## src/rtl/seq_divider.sv

```systemverilog
// Multi-cycle radix-2 restoring divider with valid/ready on both sides.
// Signed or unsigned per transaction; flags divide-by-zero and signed MIN/-1.
//
//  state | meaning
//  ------+------------------------------------------------------------
//  IDLE  | waiting for operands, in_ready high
//  CALC  | one quotient bit per cycle, MSB first, cnt counts down
//  FIX   | sign correction of quotient/remainder, results registered
//  DONE  | result presented, held until out_ready
module seq_divider #(
    parameter int WIDTH = 16
) (
    input  logic             clk,
    input  logic             resetn,
    input  logic             in_valid,
    output logic             in_ready,
    input  logic [WIDTH-1:0] in_dividend,
    input  logic [WIDTH-1:0] in_divisor,
    input  logic             in_signed,
    output logic             out_valid,
    input  logic             out_ready,
    output logic [WIDTH-1:0] out_quotient,
    output logic [WIDTH-1:0] out_remainder,
    output logic             out_div_zero,
    output logic             out_overflow,
    output logic             busy
);

    localparam int CW = $clog2(WIDTH + 1);
    localparam logic [WIDTH-1:0] MIN_VAL = {1'b1, {(WIDTH-1){1'b0}}};

    typedef enum logic [1:0] {IDLE, CALC, FIX, DONE} state_t;

    state_t state, state_nxt;

    logic [WIDTH-1:0] a_q;          // dividend magnitude, becomes quotient as it shifts
    logic [WIDTH-1:0] b_q;          // divisor magnitude (|MIN| fits as unsigned)
    logic [WIDTH:0]   pr_q;         // partial remainder
    logic [CW-1:0]    cnt_q;
    logic             neg_quo_q;
    logic             neg_rem_q;

    logic             accept;
    logic             in_zero;
    logic             in_ovf;
    logic [WIDTH-1:0] abs_dvd;
    logic [WIDTH-1:0] abs_dvs;
    logic [WIDTH+1:0] pr_sh;
    logic             pr_ge;

    assign in_ready  = (state == IDLE);
    assign out_valid = (state == DONE);
    assign busy      = (state != IDLE);
    assign accept    = in_valid && in_ready;

    assign in_zero = (in_divisor == '0);
    assign in_ovf  = in_signed && (in_dividend == MIN_VAL) && (in_divisor == '1);

    // Negation in WIDTH bits yields the exact unsigned magnitude, including |MIN|.
    assign abs_dvd = (in_signed && in_dividend[WIDTH-1]) ? -in_dividend : in_dividend;
    assign abs_dvs = (in_signed && in_divisor[WIDTH-1])  ? -in_divisor  : in_divisor;

    assign pr_sh = {pr_q, a_q[WIDTH-1]};
    assign pr_ge = (pr_sh >= {2'b00, b_q});

    // State register
    always_ff @(posedge clk or negedge resetn) begin
        if (!resetn) state <= IDLE;
        else         state <= state_nxt;
    end

    // Next-state decode
    always_comb begin
        state_nxt = state;
        unique case (state)
            IDLE: if (in_valid) state_nxt = (in_zero || in_ovf) ? DONE : CALC;
            CALC: if (cnt_q == CW'(1)) state_nxt = FIX;
            FIX:  state_nxt = DONE;
            DONE: if (out_ready) state_nxt = IDLE;
            default: state_nxt = IDLE;
        endcase
    end

    // Iteration datapath: operand capture and shift/subtract steps
    always_ff @(posedge clk or negedge resetn) begin
        if (!resetn) begin
            a_q       <= '0;
            b_q       <= '0;
            pr_q      <= '0;
            cnt_q     <= '0;
            neg_quo_q <= 1'b0;
            neg_rem_q <= 1'b0;
        end else if (accept) begin
            a_q       <= abs_dvd;
            b_q       <= abs_dvs;
            pr_q      <= '0;
            cnt_q     <= CW'(WIDTH);
            neg_quo_q <= in_signed && (in_dividend[WIDTH-1] ^ in_divisor[WIDTH-1]);
            neg_rem_q <= in_signed && in_dividend[WIDTH-1];
        end else if (state == CALC) begin
            a_q   <= {a_q[WIDTH-2:0], pr_ge};
            pr_q  <= pr_ge ? (WIDTH+1)'(pr_sh - {2'b00, b_q}) : (WIDTH+1)'(pr_sh);
            cnt_q <= cnt_q - CW'(1);
        end
    end

    // Result registers: special cases load on accept, normal path loads in FIX
    always_ff @(posedge clk or negedge resetn) begin
        if (!resetn) begin
            out_quotient  <= '0;
            out_remainder <= '0;
            out_div_zero  <= 1'b0;
            out_overflow  <= 1'b0;
        end else if (accept) begin
            out_div_zero <= in_zero;
            out_overflow <= in_ovf && !in_zero;
            if (in_zero) begin
                out_quotient  <= '1;
                out_remainder <= in_dividend;
            end else if (in_ovf) begin
                out_quotient  <= MIN_VAL;
                out_remainder <= '0;
            end
        end else if (state == FIX) begin
            out_quotient  <= neg_quo_q ? -a_q : a_q;
            out_remainder <= neg_rem_q ? -pr_q[WIDTH-1:0] : pr_q[WIDTH-1:0];
        end
    end

endmodule

```

## config.mk

```make
export PLATFORM = sky130hd
export DESIGN_NAME = seq_divider
export DESIGN_NICKNAME = d
export VERILOG_FILES = /design/src/rtl/seq_divider.sv
export SDC_FILE = /design/constraint.sdc
export NUM_CORES = 1
export LEC_CHECK = 0
export CAP_MARGIN = 40
export CORE_UTILIZATION = 55
export DETAILED_ROUTE_END_ITERATION = 12
export GPL_ROUTABILITY_DRIVEN = 0
export GPL_TIMING_DRIVEN = 1
export HOLD_SLACK_MARGIN = 0.1
export PLACE_DENSITY = 0.85
export SLEW_MARGIN = 20
export SYNTH_ARGS = -nofsm -noshare
export SYNTH_HDL_FRONTEND = slang
export SYNTH_SLANG_ARGS = --single-unit
```

## constraint.sdc

```tcl
create_clock -name clk -period 4.95 [get_ports clk]
set_clock_uncertainty 0.05 [all_clocks]
set_input_delay 1.2375 -clock clk [delete_from_list [all_inputs] [get_ports clk]]
set_output_delay 1.2375 -clock clk [all_outputs]
set_load 0.1 [all_outputs]
```

==> results.md <==
- Commonest cells after routing, fill and taps aside: nand2_1 (96), dfrtp_1 (92), clkdlybuf4s50_1 (72), o21ai_0 (65), a21oi_1 (63)
- Syn Inst Count: roughly 740
- Register area share after synthesis: 36.9%
- Post-Syn Area: ~6200 sq um
- Post-synth top area share: between 30% and 40%
- Run status: completed
- Crit-path leading delay family: simple AND/OR/NAND/NOR gates
- Pin count of the biggest net entering global routing: 67
- Hold Buf Count CTS: 0
- Clock Path Buffers: 2
- Fin util: just over 70%
- Number of antenna violations at the first check in global routing: 0
- Most common cell after layout, fill and taps aside: nand2_1
- Detail Placement HPWL: around 14,000 microns
- Register-to-register setup slack: 1620 ps
- CTS Buf Count: 9
- Path type of the worst min-delay path: register to register
- Vias per cell: between 6 and 7
- Critical path fanouts, max: 17
- CP max stage cell: or3_1
- Crit path DAT: roughly 4100 ps
- Slew Limit Fails: 0
- Max-cap violations: 0
- Final Hold Fails: 0
- # fillers: ~740
- Root buffer cell: clkbuf_16
- Hold Path Depth: 2
- Levels on crit path: 8
- Crit path required time: approximately 5200 ps
- Worst Max-Slew Pin Slew: 902 ps
- Synth Warn #: 0
- # IOs: 74
- Die ar.: between 10,000 and 15,000 sq um
- CP Capture Type: register
- WL/cell: 20.5 microns
- First-pass GRT wire length: between 30,000 and 40,000 microns
- GRT Residual Overflow: 0
- Post-route ant nets: 0
- Reg-to-Reg Start: a_q[15]
- Setup tns final: 0 ps
- Htree depth: 3
- HP Start: b_q[2]
- Synth Flop Type: dfrtp_1
- Clock transition at the registers of the reported paths: about 60 ps
- Ys async rst share: 100%
- Setup violations, final: 0
- Relative slew slack: between 30 and 40%
- Worst path bufs/invs: 1
- Clock Sinks: between 90 and 100
- Final nets: 893
- First-pass iteration count of the detailed router: 5
- Minimum clock period: 3860 ps
- Cell taking the most area after synthesis: dfrtp_1
- Post-CTS Setup Inserts: 0
- Max Freq: 259 MHz
- Initial Utilization: between 50% and 60%
- Critical Path, Cell by Cell: clkdlybuf4s50_1 > or4_4 > nor4b_4 > nand2_2 > or3_1 > nand2_8 > nor2_1 > nor2_1
- Syn Area/Cell: 8.46 sq um
- Crit path top cell by count: nor2_1
- Critical R2R Capture: pr_q[3]
- Vias after detailed routing: roughly 6k
- Post-CTS sizing: 0
- R2R depth: 12
- Row Count: 38
- Startpoint types: input port
- Seq cells post-synth: between 90 and 100
- Unrepaired setup endpoints after global routing: false
- Area growth from synthesis to layout: 27.1%
- DR iter-0 viols: 633
- Antenna Cells: 0
- Die height: between 100 and 150 microns
- CP Class: input port to register
- Port buffer count: 73
- Worst hold endpoint: b_q[2]
- Slowest stage delay, CP: 660 ps
- Fin crit share: roughly four fifths
- CTS tree: yes
- Vias in the first global route: around 6.0k
- Core area: approximately 11,000 sq um
- Synth top area cells: dfrtp_1 (37%), nand2_1 (5.8%), xnor2_1 (5.5%)
- Gr usage total: between 30% and 40%
- Hold Slack: approximately 430 ps
- Netlist cell types: between 60 and 70
- Synthesized Nets: 802
- Post-Route WL: between 15,000 and 20,000 microns
- Die X: approximately 110 microns
- Layout cell share with drive strength beyond 1: slightly below 9%
- Clock Latency Late Sink: 350 ps
- Post-synth EDFFs: 0
- Residual DRC: 0
-- synthesized netlist by cell type (7+ instances only) --
| cell | count |
|---|---|
| o21ai_0 | 65 |
| a31oi_1 | 9 |
| nor2_1 | 58 |
| nor3_1 | 24 |
| xnor2_1 | 39 |
| mux2i_1 | 21 |
| xor2_1 | 32 |
| o31ai_1 | 14 |
| nand2_1 | 96 |
| clkbuf_1 | 27 |
| ha_1 | 27 |
| inv_1 | 38 |
| a21oi_1 | 63 |
| dfrtp_1 | 92 |
| a21o_1 | 7 |
| nand3_1 | 10 |
-- flip-flops by register name (all words and copies together), names as in the netlist --
register,cells
pr_q,17
out_overflow,1
cnt_q,5
state,2
out_remainder,16
out_div_zero,1
neg_quo_q,1
neg_rem_q,1
out_quotient,16
b_q,16
a_q,16
-- metrics by stage --
step	instance area (sq um)	instances	setup WS, ps
detailed placement	7600	955	874
finish	7930	971	1090
CTS	7890	969	1150
global route	7930	971	971
floorplan	6240	737	1590
global placement	6990	917	940
-- area by class of cell --
class | count | area, sq um | share of cell area (%)
inverters | 39 | 146 | 1.85
clock buffers | 12 | 256 | 3.23
multi-input cells | 567 | 3590 | 45.3
clock inverters | 2 | 35.0 | 0.442
repair buffers | 119 | 1420 | 17.9
flip-flops and latches | 92 | 2300 | 29.0
well taps | 140 | 175 | 2.21
-- tightest hold or removal path, stage by stage (launching register included) --
cell     delay, ps
dfrtp_1        340
nand2_1         50
o21ai_0         60
-- metal layers --
| layer | global-route usage [%] | share of wire [%] |
|---|---|---|
| met5 | 0 | 0 |
| met3 | 7.78 | 9.0 |
| met1 | 42.9 | 38 |
| met4 | 17.5 | 4.4 |
| met2 | 57.1 | 48 |
-- worst max-delay path by stage --
stage | endpoint | startpoint
2_1_floorplan | busy | state[0]
3_3_place_gp | out_remainder[10] | in_divisor[4]
3_5_place_dp | out_remainder[10] | in_divisor[4]
4_1_cts | out_quotient[6] | in_divisor[4]
5_1_grt | out_quotient[6] | in_divisor[4]
6_report | out_quotient[6] | in_divisor[4]
-- kinds of logic after synthesis --
kind of cell | synth area share, %
flip-flops | 36.9
XOR/XNOR | 9.97
AND/OR/NAND/NOR | 18.3
multiplexers | 3.37
buffers and inverters | 5.54
adder cells (fa/ha/maj) | 5.74
AO/OA/AOI/OAI | 20.2
Power is not shown: default switching activity piles up to over one toggle a cycle in this logic, so the estimate is an artifact.
